**src/rtl/alu_uart_pkg.sv**
```systemverilog
// alu_uart_pkg: shared opcode/state encodings and packet constants for the
// UART ALU packet controller.
package alu_uart_pkg;

   typedef enum logic [7:0] {
      OP_ECHO = 8'hEC,
      OP_ADD  = 8'h8A,
      OP_SUB  = 8'h8B
   } opcode_t;

   typedef enum logic [2:0] {
      ST_HDR,
      ST_ECHO,
      ST_ACCUM,
      ST_DRAIN,
      ST_RESP
   } state_t;

   localparam logic [7:0]  ERR_BYTE = 8'hEE;
   localparam logic [15:0] HDR_LEN  = 16'd4;

endpackage

```
**src/rtl/alu_uart_if.sv**
```systemverilog
// alu_uart_if: AXI-Stream byte channel (tdata/tvalid/tready).
interface alu_uart_if;
   logic [7:0] tdata;
   logic       tvalid;
   logic       tready;

   modport master (output tdata, output tvalid, input tready);
   modport slave  (input tdata, input tvalid, output tready);
endinterface

```
**src/rtl/alu_resp_ser.sv**
```systemverilog
// alu_resp_ser: loads a result word or a single error byte and emits it
// LSB first on an AXI-Stream byte output; done marks the final handshake.
module alu_resp_ser
   import alu_uart_pkg::*;
#(
   parameter int unsigned OPERAND_WIDTH = 32
) (
   input  logic                     clk,
   input  logic                     rst,
   input  logic                     load_word,
   input  logic                     load_err,
   input  logic [OPERAND_WIDTH-1:0] word,
   output logic [7:0]               tdata,
   output logic                     tvalid,
   input  logic                     tready,
   output logic                     done
);

   localparam int unsigned NB = OPERAND_WIDTH / 8;

   logic [OPERAND_WIDTH-1:0] sr;
   logic [15:0]              left;

   assign done = tvalid && tready && (left == 16'd1);

   // Output byte register and shift register; byte i+1 appears after handshake i.
   always_ff @(posedge clk or posedge rst) begin
      if (rst) begin
         sr     <= '0;
         left   <= '0;
         tdata  <= '0;
         tvalid <= 1'b0;
      end else if (load_word) begin
         tdata  <= word[7:0];
         sr     <= word >> 8;
         left   <= 16'(NB);
         tvalid <= 1'b1;
      end else if (load_err) begin
         tdata  <= ERR_BYTE;
         sr     <= '0;
         left   <= 16'd1;
         tvalid <= 1'b1;
      end else if (tvalid && tready) begin
         left <= left - 16'd1;
         if (left == 16'd1) begin
            tvalid <= 1'b0;
         end else begin
            tdata <= sr[7:0];
            sr    <= sr >> 8;
         end
      end
   end

endmodule

```
**src/rtl/alu_uart_ctrl.sv**
```systemverilog
// alu_uart_ctrl: packet controller between uart_rx and uart_tx streams.
// Parses opcode/reserved/len header, echoes payload or runs add/sub over
// little-endian operands, and returns the result or an error byte.
// Optional inter-byte timeout abort: define ALU_UART_TIMEOUT_EN.
module alu_uart_ctrl
   import alu_uart_pkg::*;
#(
   parameter int unsigned OPERAND_WIDTH  = 32,
   parameter int unsigned TIMEOUT_CYCLES = 100000
) (
   input  logic      clk,
   input  logic      rst,
   alu_uart_if.slave  s_axis,
   alu_uart_if.master m_axis,
   output logic      busy,
   output logic      err
);

   localparam int unsigned NB       = OPERAND_WIDTH / 8;
   localparam logic [15:0] NB16     = 16'(NB);
   localparam logic [7:0]  LAST_IDX = 8'(NB - 1);

   if (OPERAND_WIDTH == 0 || (OPERAND_WIDTH % 8) != 0) begin : g_bad_width
      $error("OPERAND_WIDTH must be a nonzero multiple of 8");
   end
   if (TIMEOUT_CYCLES == 0) begin : g_bad_timeout
      $error("TIMEOUT_CYCLES must be nonzero");
   end

   state_t                   state;
   state_t                   hdr_dest;
   logic [1:0]               hdr_cnt;
   logic [7:0]               opc;
   logic [7:0]               len_lo;
   logic [15:0]              len_full;
   logic [15:0]              payload;
   logic [15:0]              remaining;
   logic [7:0]               byte_idx;
   logic                     first;
   logic [OPERAND_WIDTH-1:0] acc;
   logic [OPERAND_WIDTH-1:0] acc_next;
   logic [OPERAND_WIDTH-1:0] opnd_sr;
   logic [OPERAND_WIDTH-1:0] opnd_full;
   logic                     s_rdy;
   logic                     s_hs;
   logic                     hdr_done;
   logic                     err_entry;
   logic                     ser_load_word;
   logic [7:0]               ser_tdata;
   logic                     ser_tvalid;
   logic                     ser_done;
`ifdef ALU_UART_TIMEOUT_EN
   localparam logic [31:0] TO_LAST = 32'(TIMEOUT_CYCLES - 1);
   logic [31:0]            to_cnt;
   logic                   to_active;
`endif

   assign s_hs      = s_axis.tvalid && s_rdy;
   assign len_full  = {s_axis.tdata, len_lo};
   assign payload   = len_full - HDR_LEN;
   assign hdr_done  = (state == ST_HDR) && s_hs && (hdr_cnt == 2'd3);
   assign opnd_full = OPERAND_WIDTH'({s_axis.tdata, opnd_sr} >> 8);
   assign busy      = !((state == ST_HDR) && (hdr_cnt == 2'd0));

   // rx ready per state; ECHO ties rx readiness to tx readiness.
   always_comb begin
      s_rdy = 1'b0;
      unique case (state)
         ST_HDR, ST_ACCUM, ST_DRAIN: s_rdy = 1'b1;
         ST_ECHO:                    s_rdy = m_axis.tready;
         ST_RESP:                    s_rdy = 1'b0;
      endcase
      s_axis.tready = s_rdy && !rst;
   end

   // Destination after the 4th header byte; len<4 is a header-only packet,
   // and a bodiless invalid opcode errors directly since there is nothing to drain.
   always_comb begin
      hdr_dest = ST_DRAIN;
      if (len_full < HDR_LEN) begin
         hdr_dest = ST_RESP;
      end else if (len_full == HDR_LEN) begin
         hdr_dest = (opc == OP_ECHO) ? ST_HDR : ST_RESP;
      end else if (opc == OP_ECHO) begin
         hdr_dest = ST_ECHO;
      end else if ((opc == OP_ADD || opc == OP_SUB) && ((payload % NB16) == '0)) begin
         hdr_dest = ST_ACCUM;
      end
   end

   // Accumulator update for the operand completing on this handshake.
   always_comb begin
      if (first) begin
         acc_next = opnd_full;
      end else if (opc == OP_SUB) begin
         acc_next = acc - opnd_full;
      end else begin
         acc_next = acc + opnd_full;
      end
   end

   // Serializer loads happen on the completing handshake so byte0 shows next cycle.
   always_comb begin
      err_entry     = (hdr_done && hdr_dest == ST_RESP) ||
                      ((state == ST_DRAIN) && s_hs && (remaining == 16'd1));
      ser_load_word = (state == ST_ACCUM) && s_hs && (byte_idx == LAST_IDX) &&
                      (remaining == 16'd1);
   end

   // ECHO passes rx straight to tx; otherwise tx comes from the serializer.
   assign m_axis.tdata  = (state == ST_ECHO) ? s_axis.tdata  : ser_tdata;
   assign m_axis.tvalid = (state == ST_ECHO) ? s_axis.tvalid : ser_tvalid;

   alu_resp_ser #(.OPERAND_WIDTH(OPERAND_WIDTH)) u_ser (
      .clk       (clk),
      .rst       (rst),
      .load_word (ser_load_word),
      .load_err  (err_entry),
      .word      (acc_next),
      .tdata     (ser_tdata),
      .tvalid    (ser_tvalid),
      .tready    (m_axis.tready && (state == ST_RESP)),
      .done      (ser_done)
   );

`ifdef ALU_UART_TIMEOUT_EN
   assign to_active = ((state == ST_HDR) && (hdr_cnt != 2'd0)) ||
                      (state == ST_ACCUM) || (state == ST_DRAIN) || (state == ST_ECHO);
`endif

   // Packet FSM: header parse, payload handling, response wait, optional timeout.
   always_ff @(posedge clk or posedge rst) begin
      if (rst) begin
         state     <= ST_HDR;
         hdr_cnt   <= '0;
         opc       <= '0;
         len_lo    <= '0;
         remaining <= '0;
         byte_idx  <= '0;
         first     <= 1'b0;
         acc       <= '0;
         opnd_sr   <= '0;
         err       <= 1'b0;
`ifdef ALU_UART_TIMEOUT_EN
         to_cnt    <= '0;
`endif
      end else begin
         err <= 1'b0;
         unique case (state)
            ST_HDR: begin
               if (s_hs) begin
                  hdr_cnt <= hdr_cnt + 2'd1;
                  case (hdr_cnt)
                     2'd0:    opc    <= s_axis.tdata;
                     2'd2:    len_lo <= s_axis.tdata;
                     default: ;
                  endcase
                  if (hdr_done) begin
                     state     <= hdr_dest;
                     remaining <= payload;
                     byte_idx  <= '0;
                     first     <= 1'b1;
                     err       <= err_entry;
                  end
               end
            end
            ST_ECHO: begin
               if (s_hs) begin
                  remaining <= remaining - 16'd1;
                  if (remaining == 16'd1) state <= ST_HDR;
               end
            end
            ST_ACCUM: begin
               if (s_hs) begin
                  opnd_sr   <= opnd_full;
                  remaining <= remaining - 16'd1;
                  if (byte_idx == LAST_IDX) begin
                     byte_idx <= '0;
                     acc      <= acc_next;
                     first    <= 1'b0;
                  end else begin
                     byte_idx <= byte_idx + 8'd1;
                  end
                  if (remaining == 16'd1) state <= ST_RESP;
               end
            end
            ST_DRAIN: begin
               if (s_hs) begin
                  remaining <= remaining - 16'd1;
                  if (remaining == 16'd1) begin
                     state <= ST_RESP;
                     err   <= 1'b1;
                  end
               end
            end
            ST_RESP: begin
               if (ser_done) state <= ST_HDR;
            end
         endcase
`ifdef ALU_UART_TIMEOUT_EN
         if (to_active && !s_hs) begin
            if (to_cnt == TO_LAST) begin
               state   <= ST_HDR;
               hdr_cnt <= '0;
               err     <= 1'b1;
               to_cnt  <= '0;
            end else begin
               to_cnt <= to_cnt + 32'd1;
            end
         end else begin
            to_cnt <= '0;
         end
`endif
      end
   end

endmodule

```
**src/flat_wrapper.sv**
```systemverilog
// flat-port wrapper written by rule: the top's interface ports become plain ports
module alu_uart_ctrl_flat import alu_uart_pkg::*;
#(
   parameter int unsigned OPERAND_WIDTH  = 32,
   parameter int unsigned TIMEOUT_CYCLES = 100000
)
  (clk, rst, busy, err, s_axis_tdata, s_axis_tvalid, s_axis_tready, m_axis_tdata, m_axis_tvalid, m_axis_tready);
  alu_uart_if s_axis_i ();
  alu_uart_if m_axis_i ();
  input  logic clk;
  input  logic rst;
  output logic busy;
  output logic err;
  input wire logic [$bits(s_axis_i.tdata)-1:0] s_axis_tdata;
  input wire logic [$bits(s_axis_i.tvalid)-1:0] s_axis_tvalid;
  output wire logic [$bits(s_axis_i.tready)-1:0] s_axis_tready;
  output wire logic [$bits(m_axis_i.tdata)-1:0] m_axis_tdata;
  output wire logic [$bits(m_axis_i.tvalid)-1:0] m_axis_tvalid;
  input wire logic [$bits(m_axis_i.tready)-1:0] m_axis_tready;
  assign s_axis_i.tdata = s_axis_tdata;
  assign s_axis_i.tvalid = s_axis_tvalid;
  assign s_axis_tready = s_axis_i.tready;
  assign m_axis_tdata = m_axis_i.tdata;
  assign m_axis_tvalid = m_axis_i.tvalid;
  assign m_axis_i.tready = m_axis_tready;
  alu_uart_ctrl #(.OPERAND_WIDTH(OPERAND_WIDTH), .TIMEOUT_CYCLES(TIMEOUT_CYCLES)) u_core (.clk(clk), .rst(rst), .s_axis(s_axis_i), .m_axis(m_axis_i), .busy(busy), .err(err));
endmodule
```
**config.mk**
```make
export PLATFORM = sky130hd
export DESIGN_NAME = alu_uart_ctrl_flat
export DESIGN_NICKNAME = d
export VERILOG_FILES = /design/src/rtl/alu_uart_pkg.sv /design/src/rtl/alu_uart_if.sv /design/src/rtl/alu_resp_ser.sv /design/src/rtl/alu_uart_ctrl.sv /design/src/flat_wrapper.sv
export SDC_FILE = /design/constraint.sdc
export NUM_CORES = 1
export LEC_CHECK = 0
export CAP_MARGIN = 25
export CORE_MARGIN = 5
export CORE_UTILIZATION = 59
export CTS_BUF_LIST = sky130_fd_sc_hd__clkbuf_2
export DETAILED_ROUTE_END_ITERATION = 8
export PLACE_DENSITY_LB_ADDON = 0.25
export RECOVER_POWER = 50
export SKIP_CTS_REPAIR_TIMING = 1
export SLEW_MARGIN = 20
export SYNTH_ARGS = -nofsm -noshare
export SYNTH_HDL_FRONTEND = slang
export SYNTH_SLANG_ARGS = --single-unit
```
**constraint.sdc**
```tcl
create_clock -name clk -period 5.3 [get_ports clk]
set_clock_uncertainty 0.15 [all_clocks]
set_input_delay 0.795 -clock clk [delete_from_list [all_inputs] [get_ports clk]]
set_output_delay 0.795 -clock clk [all_outputs]
set_load 0.05 [all_outputs]
```
==> results of run 1 <==
## through the flow
stage	instances	hold WS [ns]	setup slack, ns
2_1_floorplan	1158	0.2874	0.2619
3_3_place_gp	1363	0.3055	0.5783
3_5_place_dp	1363	0.3128	0.4781
4_1_cts	1394	0.3479	0.4115
5_1_grt	1396	0.3639	0.03883
6_report	1396	0.3514	0.4017
## state kept, by name, summed over array words and instances, names as in the netlist
register             cells
u_core.first             1
u_core.hdr_cnt           2
u_core.opnd_sr          24
u_core.u_ser.sr         24
u_core.acc              32
u_core.remaining        16
u_core.byte_idx          8
u_core.u_ser.tvalid      1
u_core.u_ser.tdata       8
u_core.opc               8
u_core.len_lo            8
u_core.err               1
u_core.state             3
u_core.u_ser.left       16
## layer usage
metal / vias to the layer above / routed length, um / GRT usage, %
li1: 4180 / - / -
met1: 4342 / 12040 / 39.64
met2: 393 / 12500 / 42.64
met3: 51 / 1980 / 4.976
met4: 0 / 658 / 8.771
met5: - / 0 / 0
## path summary, 6_finish.rpt
check	to	slack, ns	from
min in group asynchronous	u_core.remaining[4]$_DFFE_PP0P_	0.60	rst
max in group asynchronous	u_core.acc[17]$_DFFE_PP0P_	0.97	rst
max	u_core.acc[31]$_DFFE_PP0P_	0.40	u_core.opnd_sr[16]$_DFFE_PP0P_
max reg2reg	u_core.acc[31]$_DFFE_PP0P_	0.40	u_core.opnd_sr[16]$_DFFE_PP0P_
min	u_core.u_ser.tdata[2]$_DFFE_PP0P_	0.35	u_core.u_ser.tdata[2]$_DFFE_PP0P_
min reg2reg	u_core.u_ser.tdata[2]$_DFFE_PP0P_	0.35	u_core.u_ser.tdata[2]$_DFFE_PP0P_
## cell families after synthesis
kind of cell	after synthesis
buf+inv	87
compound gates	348
fa+ha+maj	43
simple gates	386
xor+xnor	82
flops	152
mux	60
## final cells by class
cell class / instances / area [um2] / share of cell area, %
diodes: 1 / 2.502 / 0.02345
clock buffers: 19 / 95.09 / 0.8912
clock inverters: 12 / 151.4 / 1.419
inverters: 27 / 102.6 / 0.9615
multi-input cells: 919 / 5853 / 54.85
flip-flops and latches: 152 / 3805 / 35.66
well taps: 220 / 275.3 / 2.580
repair buffers: 46 / 385.4 / 3.612
## Yosys cell counts, drive strengths merged (14+ instances only)
cell type  instances  area share [%]
xnor2             42             3.7
nor3              33             1.7
dfrtp            152              38
nand4             14            0.88
nor2             126             4.7
nor4              14             1.1
ha                42             5.3
a21oi            118             5.9
nand3             20             1.0
o21ai            104             5.2
a21o              26             2.0
xor2              40             3.5
inv               27             1.0
nand2            112             4.2
clkbuf            48             1.8
mux2              50             5.6
nand2b            15            0.94
## where the power goes
group / switching, mW / total [mW] / internal (mW)
registers: 0.446 / 1.91 / 1.47
clock network: 0.443 / 0.706 / 0.264
logic: 1.75 / 2.89 / 1.14
total: 2.64 / 5.51 / 2.87
==> summary.md, run 1 <==
| Metric | Value |
|---|---|
| Status | finished, violations left |
| Violated checks | max-capacitance violations, max-slew violations |
| Final core utilization | 64.34% |
| DR vias | 8966 |
| Hold Path Class | flop to flop |
| Startpoint types | flop |
| Critical path's slowest cell | or4_4 |
| Post-synthesis cell type count | 67 |
| Synth Area in Adders | 5.464% |
| Final min period | 4.898 ns |
| Vias in the first global route | 8191 |
| Largest family of logic cells by synthesized area | compound AO/OA/AOI/OAI gates |
| Routed wire length | 27180 um |
| Via density | 6.423 |
| Synthesized Nets | 1213 |
| Yosys reg bits | 152 |
| Total gr overflow | 0 |
| Register area share after synthesis | 38.10% |
| Synth Area in Compound Gates | 21.02% |
| CP Max Fanout | 7 |
| Initial Utilization | 60.21% |
| Die Y | 140.1 um |
| Die area | 19630 um2 |
| Most frequent cells in the layout | 151 x dfrtp_1, 125 x nor2_1, 118 x a21oi_1 |
| Placed cell areas | 10430 um2 |
| Clock slew at reported path FFs | 0.23 ns |
| Final #Nets | 1218 |
| Cells after synthesis | 1158 |
| WHS Path Cells | 1 |
| RSZ-0062 raised after global routing | no |
| Slew Limit Fails | 112 |
| Final HPWL DP | 19180 um |
| Synth Cell Area | 9985 um2 |
| Post-route ant nets | 0 |
| Core Box Area | 16580 um2 |
| 1st-iter DRT viols | 917 |
| Pin count of the biggest net entering global routing | 107 |
| Most used cell, CP | or4_4 |
| Pwr Density | 516.4 nW/um2 |
| CP required | 5.87 ns |
| CTS Sinks | 152 |
| Cell row count | 47 |
| Post-Synth XOR/XNOR Area | 7.193% |
| Ys async rst share | 100.0% |
| Critical path's top delay family | simple AND/OR/NAND/NOR gates |
| Post-synth EDFFs | 0 |
| Mean routed wirelength per cell | 19.47 um |
| CP Capture Type | flop |
| Tot Pwr | 5.510 mW |
| Setup CP Type | flop to flop |
| Mux share of post-synthesis cell area | 6.642% |
| Worst path cell trace | or4_4 -> or4_4 -> or2_1 -> nor4_2 -> a21oi_1 -> xnor2_1 -> ha_1 -> and2_1 -> nand3_1 -> nor3_1 -> o211ai_1 -> a31oi_1 -> a211oi_1 -> a311oi_2 -> mux2_1 |
| Final setup vio count | 0 |
| Clock H-tree levels | 4 |
| DR DRC count | 0 |
| # IOs | 24 |
| R2R cell count | 15 |
| Slew margin rel. | -33.83% |
| Clk root buf | clkbuf_2 |
| Clock Latency Late Sink | 0.76 ns |
| Placer congestion estimate | 0.9900 |
| Final hold vios | 0 |
| Fillers | 1433 |
| TritonCTS clock tree | done |
| CP Depth | 15 |
| IO Port Bufs | 23 |
| Total CTS buffers | 17 |
| Worst vdd ir | 0.0002807 V |
| 1st-pass router iterations | 8 |
| First-pass GRT wire length | 43790 um |
| Sum Neg Setup Slack | 0 ns |
| Area Growth Syn to Fin | 6.867% |
| Slew @ Worst Pin | 2.007 ns |
| CP Buf/Inv Count | 0 |
| Number of max-cap violations | 2 |
| Leakage | 4.885 nW |
| Total track usage | 27.59% |
| Layout cells sized above 1 | 9.447% |
| Top_reg_cell synth | dfrtp_1 |
| Critical Path AT | 5.47 ns |
| Syn avg cell area | 8.622 um2 |
| Fmax achieved | 204.2 MHz |
| Post-route cell area | 10670 um2 |
| Worst path max stage delay | 0.58 ns |
| Max Root-Sink Buffers | 2 |
| Tcrit/Tclk final | 92.42% |
| Die width | 140.1 um |
| Initial antenna violation count | 1 |
| Most common cell after layout, fill and taps aside | dfrtp_1 |
| Syn. warnings | 0 |
| Simple-Gate Fraction of Synth Area | 18.23% |
Power figures use the tool's default switching activity.
==> run 2, diff against run 1 <==
--- a/config.mk
+++ b/config.mk
@@ -5,9 +5,10 @@
 export SDC_FILE = /design/constraint.sdc
 export NUM_CORES = 1
 export LEC_CHECK = 0
+export ABC_CLOCK_PERIOD_IN_PS = 6130
 export CAP_MARGIN = 25
 export CORE_MARGIN = 5
-export CORE_UTILIZATION = 59
+export CORE_UTILIZATION = 65
 export CTS_BUF_LIST = sky130_fd_sc_hd__clkbuf_2
 export DETAILED_ROUTE_END_ITERATION = 8
 export PLACE_DENSITY_LB_ADDON = 0.25
==> constraint.sdc (replaced) <==
create_clock -name clk -period 6.13 [get_ports clk]
set_clock_uncertainty 0.15 [all_clocks]
set_input_delay 0.9195 -clock clk [delete_from_list [all_inputs] [get_ports clk]]
set_output_delay 0.9195 -clock clk [all_outputs]
set_load 0.05 [all_outputs]
==> run 2 against run 1 <==
The run still ends with max-capacitance violations, max-slew violations left; register-to-register slack gained 0.52 ns; largest cell class unchanged; clock power fell by 21%; total power fell by 15%; sequential cell count stayed put; cell count shrank 2.6%.
==> summary.md, run 2 (synthesis gave the netlist of run 1 again) <==
| Metric | Value |
|---|---|
| Final #Nets | 1213 |
| Worst path max stage delay | 0.59 ns |
| Routed wire length | 26030 um |
| Clock H-tree levels | 4 |
| Final min period | 5.212 ns |
| Largest register FFs | 32 |
| Pwr Density | 440.8 nW/um2 |
| Reg2Reg Setup Slack | 0.92 ns |
| Area Growth Syn to Fin | 6.091% |
| Status | finished, violations left |
| Reg with most FFs | u_core.acc |
| Initial antenna violation count | 1 |
| Worst vdd ir | 0.0002595 V |
| Hold Path Class | flop to flop |
| CP Buf/Inv Count | 0 |
| Fmax achieved | 191.9 MHz |
| Critical Path AT | 5.76 ns |
| WHS Path Cells | 1 |
| Final hold vios | 0 |
| 1st-pass router iterations | 5 |
| TritonCTS clock tree | done |
| RR Endpoint | u_core.acc[31]$_DFFE_PP0P_ |
| Hold Path End | u_core.u_ser.tdata[1]$_DFFE_PP0P_ |
| Placed Cells | 1325 |
| Total gr overflow | 0 |
| Core Box Area | 15150 um2 |
| Worst reg2reg path startpoint | u_core.opnd_sr[16]$_DFFE_PP0P_ |
| Mean routed wirelength per cell | 19.14 um |
| Slew @ Worst Pin | 2.370 ns |
| Startpoint types | flop |
| Die width | 133.9 um |
| Setup CP Type | flop to flop |
| CTS Sinks | 152 |
| 1st-iter DRT viols | 784 |
| Die area | 17940 um2 |
| Most used cell, CP | or4_4 |
| Tcrit/Tclk final | 85.03% |
| Final setup vio count | 0 |
| Slew margin rel. | -58.03% |
| Layout cells sized above 1 | 9.052% |
| Clock slew at reported path FFs | 0.22 ns |
| CP Capture Type | flop |
| Placer congestion estimate | 0.8934 |
| Cell row count | 45 |
| Final HPWL DP | 18290 um |
| Pin count of the biggest net entering global routing | 110 |
| # IOs | 24 |
| Critical path's top delay family | simple AND/OR/NAND/NOR gates |
| Worst Setup SP | u_core.opnd_sr[16]$_DFFE_PP0P_ |
| Vias in the first global route | 8354 |
| First-pass GRT wire length | 42520 um |
| Number of max-cap violations | 3 |
| Most frequent cells in the layout | 151 x dfrtp_1, 126 x nor2_1, 118 x a21oi_1 |
| CP Max Fanout | 7 |
| Die Y | 133.9 um |
| R2R cell count | 15 |
| Final non-filler cell total | 1360 |
| Sum Neg Setup Slack | 0 ns |
| Post-route ant nets | 0 |
| Biggest registers after layout | u_core.acc: 32 flops, u_core.opnd_sr: 24 flops, u_core.u_ser.sr: 24 flops |
| Critical path's slowest cell | or4_4 |
| DR vias | 8794 |
| Clock Latency Late Sink | 0.74 ns |
| DR DRC count | 0 |
| CP required | 6.68 ns |
| Total track usage | 29.44% |
| IO Port Bufs | 23 |
| Via density | 6.466 |
| Max Root-Sink Buffers | 2 |
| Worst hold start | u_core.u_ser.tdata[1]$_DFFE_PP0P_ |
| Most common cell after layout, fill and taps aside | dfrtp_1 |
| Worst path cell trace | or4_4 -> or4_4 -> or2_1 -> nor4_2 -> and3_1 -> nor2_1 -> xnor2_1 -> ha_1 -> nand4_1 -> nor3_1 -> o211ai_1 -> a31oi_1 -> a211oi_1 -> a311oi_2 -> mux2_1 |
| RSZ-0062 raised after global routing | no |
| Total CTS buffers | 17 |
| Clk root buf | clkbuf_2 |
| Leakage | 4.861 nW |
| Slew Limit Fails | 115 |
| Violated checks | max-capacitance violations, max-slew violations |
| Initial Utilization | 65.92% |
[run 2: how the worst max path moves through the flow]
stage / cells past startpoint / endpoint
5_1_grt: 14 / u_core.acc[31]$_DFFE_PP0P_
3_3_place_gp: 14 / u_core.acc[31]$_DFFE_PP0P_
2_1_floorplan: 1 / u_core.acc[0]$_DFFE_PP0P_
6_report: 15 / u_core.acc[31]$_DFFE_PP0P_
3_5_place_dp: 14 / u_core.acc[31]$_DFFE_PP0P_
4_1_cts: 14 / u_core.acc[31]$_DFFE_PP0P_
[run 2: area by class of cell]
cell class                 instances  area [um2]
clock buffer                      19       95.09
tap                              188       235.2
sequential                       152        3805
antenna                            1       2.502
fill                            1220        4553
inverter                          27       102.6
clock inverter                    13       128.9
multi-input combinational        919        5849
timing repair buffer              41       374.1
[run 2: stage by stage]
step           utilization [%]  area, um2  hold slack [ns]  power (mW)  setup slack, ns
6_report                 69.94      10590           0.3497       4.669           0.9179
5_1_grt                  69.94      10590           0.3838       5.017           0.6837
4_1_cts                  69.81      10570           0.3537       4.621           0.9739
3_5_place_dp             68.33      10350           0.3123       4.059            1.047
3_3_place_gp             68.33      10350           0.3070       3.993            1.160
2_1_floorplan                -       9985           0.2874       3.424           0.9674
[run 2: power by group]
group,switching [mW],leakage [nW],internal [mW]
clock network,0.373,0.129,0.186
registers,0.371,1.99,1.27
logic,1.49,2.74,0.976
total,2.24,4.86,2.43
[run 2: worst register-to-register path, cell delays in order, from the launching register on]
cell,delay (ns)
dfrtp_1,0.51
or4_4,0.59
or4_4,0.48
or2_1,0.31
nor4_2,0.34
and3_1,0.32
nor2_1,0.08
xnor2_1,0.13
ha_1,0.40
nand4_1,0.22
nor3_1,0.37
o211ai_1,0.26
a31oi_1,0.44
a211oi_1,0.16
a311oi_2,0.23
mux2_1,0.17
[run 2: layer usage]
layer / track usage, % / vias up / routed length [um]
li1: - / 4167 / -
met1: 40.35 / 4199 / 11450
met2: 47.95 / 380 / 12170
met3: 4.914 / 48 / 1747
met4: 9.657 / 0 / 660
met5: 0 / - / 0
==> run 3, diff against run 2 <==
--- a/config.mk
+++ b/config.mk
@@ -5,7 +5,7 @@
 export SDC_FILE = /design/constraint.sdc
 export NUM_CORES = 1
 export LEC_CHECK = 0
-export ABC_CLOCK_PERIOD_IN_PS = 6130
+export ABC_CLOCK_PERIOD_IN_PS = 5060
 export CAP_MARGIN = 25
 export CORE_MARGIN = 5
 export CORE_UTILIZATION = 65
@@ -14,7 +14,7 @@
 export PLACE_DENSITY_LB_ADDON = 0.25
 export RECOVER_POWER = 50
 export SKIP_CTS_REPAIR_TIMING = 1
-export SLEW_MARGIN = 20
+export SLEW_MARGIN = 30
 export SYNTH_ARGS = -nofsm -noshare
 export SYNTH_HDL_FRONTEND = slang
 export SYNTH_SLANG_ARGS = --single-unit
==> constraint.sdc (replaced) <==
create_clock -name clk -period 5.06 [get_ports clk]
set_clock_uncertainty 0.15 [all_clocks]
set_input_delay 0.759 -clock clk [delete_from_list [all_inputs] [get_ports clk]]
set_output_delay 0.759 -clock clk [all_outputs]
set_load 0.05 [all_outputs]
==> run 3 against run 2 <==
The flow still finishes with violations (max-capacitance violations, max-slew violations); global-route usage decreased by 0.075 points; sequential share of layout area decreased by 0.35 points; routed wire length about the same; combinational power increased by 22%; design area increased by 0.99%; clock power increased by 22%; critical path type unchanged; largest cell class unchanged.
==> summary.md, run 3 (synthesis gave the netlist of run 1 again) <==
| Metric | Value |
|---|---|
| Tot Pwr | 5.702 mW |
| Initial Utilization | 65.92% |
| RSZ-0062 raised after global routing | no |
| Placer congestion estimate | 0.9343 |
| Status | finished, violations left |
| Vias in the first global route | 8220 |
| 1st-iter DRT viols | 831 |
| 1st-pass router iterations | 5 |
| Clock Latency Late Sink | 0.75 ns |
| Worst reg2reg path startpoint | u_core.opnd_sr[16]$_DFFE_PP0P_ |
| Setup CP Type | flop to flop |
| Number of max-cap violations | 2 |
| Pin count of the biggest net entering global routing | 106 |
| Most common cell after layout, fill and taps aside | dfrtp_1 |
| Max Root-Sink Buffers | 2 |
| Total track usage | 29.37% |
| Slew Limit Fails | 136 |
| Slew @ Worst Pin | 2.295 ns |
| Clock slew at reported path FFs | 0.25 ns |
| Worst vdd ir | 0.0004326 V |
| Total CTS buffers | 17 |
| Critical Path AT | 5.25 ns |
| TritonCTS clock tree | done |
| Layout cells sized above 1 | 10.46% |
| Most frequent cells in the layout | 151 x dfrtp_1, 124 x nor2_1, 118 x a21oi_1 |
| Area Growth Syn to Fin | 7.143% |
| Startpoint types | flop |
| Pwr Density | 533.0 nW/um2 |
| Final core utilization | 70.63% |
| # IOs | 24 |
| Via density | 6.447 |
| Mean routed wirelength per cell | 18.95 um |
| Total gr overflow | 0 |
| Violated checks | max-capacitance violations, max-slew violations |
| Hold Path Class | flop to flop |
| Tcrit/Tclk final | 94.02% |
| Reg with most FFs | u_core.acc |
| CP required | 5.55 ns |
| Die area | 17940 um2 |
| Die Y | 133.9 um |
| Worst Setup SP | u_core.opnd_sr[16]$_DFFE_PP0P_ |
| Cell row count | 45 |
| First-pass GRT wire length | 42380 um |
| Biggest registers after layout | u_core.acc: 32 flops, u_core.opnd_sr: 24 flops, u_core.u_ser.sr: 24 flops |
| Final #Nets | 1228 |
| Sum Neg Setup Slack | 0 ns |
| Slew margin rel. | -53.31% |
| DR vias | 8864 |
| CP Max Fanout | 7 |
| Final min period | 4.758 ns |
| Initial antenna violation count | 1 |
| Final setup vio count | 0 |
| CTS Sinks | 152 |
| Die width | 133.9 um |
| CP Capture Type | flop |
| Clock H-tree levels | 4 |
| Core Box Area | 15150 um2 |
| Routed wire length | 26060 um |
| R2R cell count | 15 |
| Largest register FFs | 32 |
| IO Port Bufs | 23 |
| Final hold vios | 0 |
| Fmax achieved | 210.2 MHz |
| DR DRC count | 0 |
| Clk root buf | clkbuf_2 |
| Final HPWL DP | 18770 um |
| WHS Path Cells | 1 |
| Post-route ant nets | 0 |
| Leakage | 4.939 nW |
| Worst hold start | u_core.byte_idx[7]$_DFFE_PP0P_ |
-- run 3: cell types whose count changed in the layout (fill, tap and decap cells not counted), moves of 2 or more --
| cell | change |
|---|---|
| clkinv_1 | -2 |
| nor2_2 | +2 |
| buf_4 | +14 |
| clkinv_4 | +3 |
| nor2_1 | -2 |
-- run 3: final cells by class --
type                       count  area, um2
fill                        1176       4448
tap                          188      235.2
sequential                   152       3805
timing repair buffer          56      466.7
inverter                      27      105.1
antenna                        1      2.502
clock inverter                12      128.9
multi-input combinational    919       5854
clock buffer                  20      100.1
-- run 3: path summary, 6_finish.rpt --
kind,end,slack [ns]
max in group asynchronous,u_core.acc[5]$_DFFE_PP0P_,1.47
worst max-delay path,u_core.acc[31]$_DFFE_PP0P_,0.30
min in group asynchronous,u_core.remaining[7]$_DFFE_PP0P_,1.05
worst min-delay path,u_core.byte_idx[7]$_DFFE_PP0P_,0.35
worst min register to register,u_core.byte_idx[7]$_DFFE_PP0P_,0.35
worst max register to register,u_core.acc[31]$_DFFE_PP0P_,0.30
-- run 3: critical path, stage by stage (launching register included) --
cell      delay (ns)
dfrtp_1         0.51
or4_4           0.58
or4_4           0.47
or2_1           0.30
nor4_2          0.34
and3_1          0.28
nor2_1          0.07
xnor2_1         0.13
ha_1            0.40
nand4_1         0.20
nor4b_1         0.31
nor2_1          0.11
a31oi_1         0.27
buf_4           0.19
a311oi_2        0.09
mux2_1          0.30
-- run 3: stage by stage --
| step | setup slack (ns) | hold WS, ns | instances | instance area [um2] |
|---|---|---|---|---|
| final | 0.3024 | 0.3526 | 1375 | 10700 |
| after global placement | 0.4340 | 0.3059 | 1341 | 10470 |
| after floorplan | 0.05790 | 0.2874 | 1158 | 9985 |
| after CTS | 0.3268 | 0.3497 | 1373 | 10700 |
| after detailed placement | 0.3762 | 0.3125 | 1341 | 10470 |
| after global routing | 0.04527 | 0.3662 | 1375 | 10700 |
-- run 3: metal layers --
layer  global-route usage [%]  share of wire [%]  vias up
met4                    9.029                2.6        0
met1                    41.34                 44     4254
met5                        0                  0        -
met3                    5.139                7.0       53
li1                         -                  -     4207
met2                    46.74                 46      350
-- run 3: report_power, final --
group	internal [mW]	switching (mW)	leakage, nW
registers	1.54	0.460	1.99
clock network	0.232	0.449	0.142
logic	1.20	1.82	2.81
total	2.97	2.73	4.94
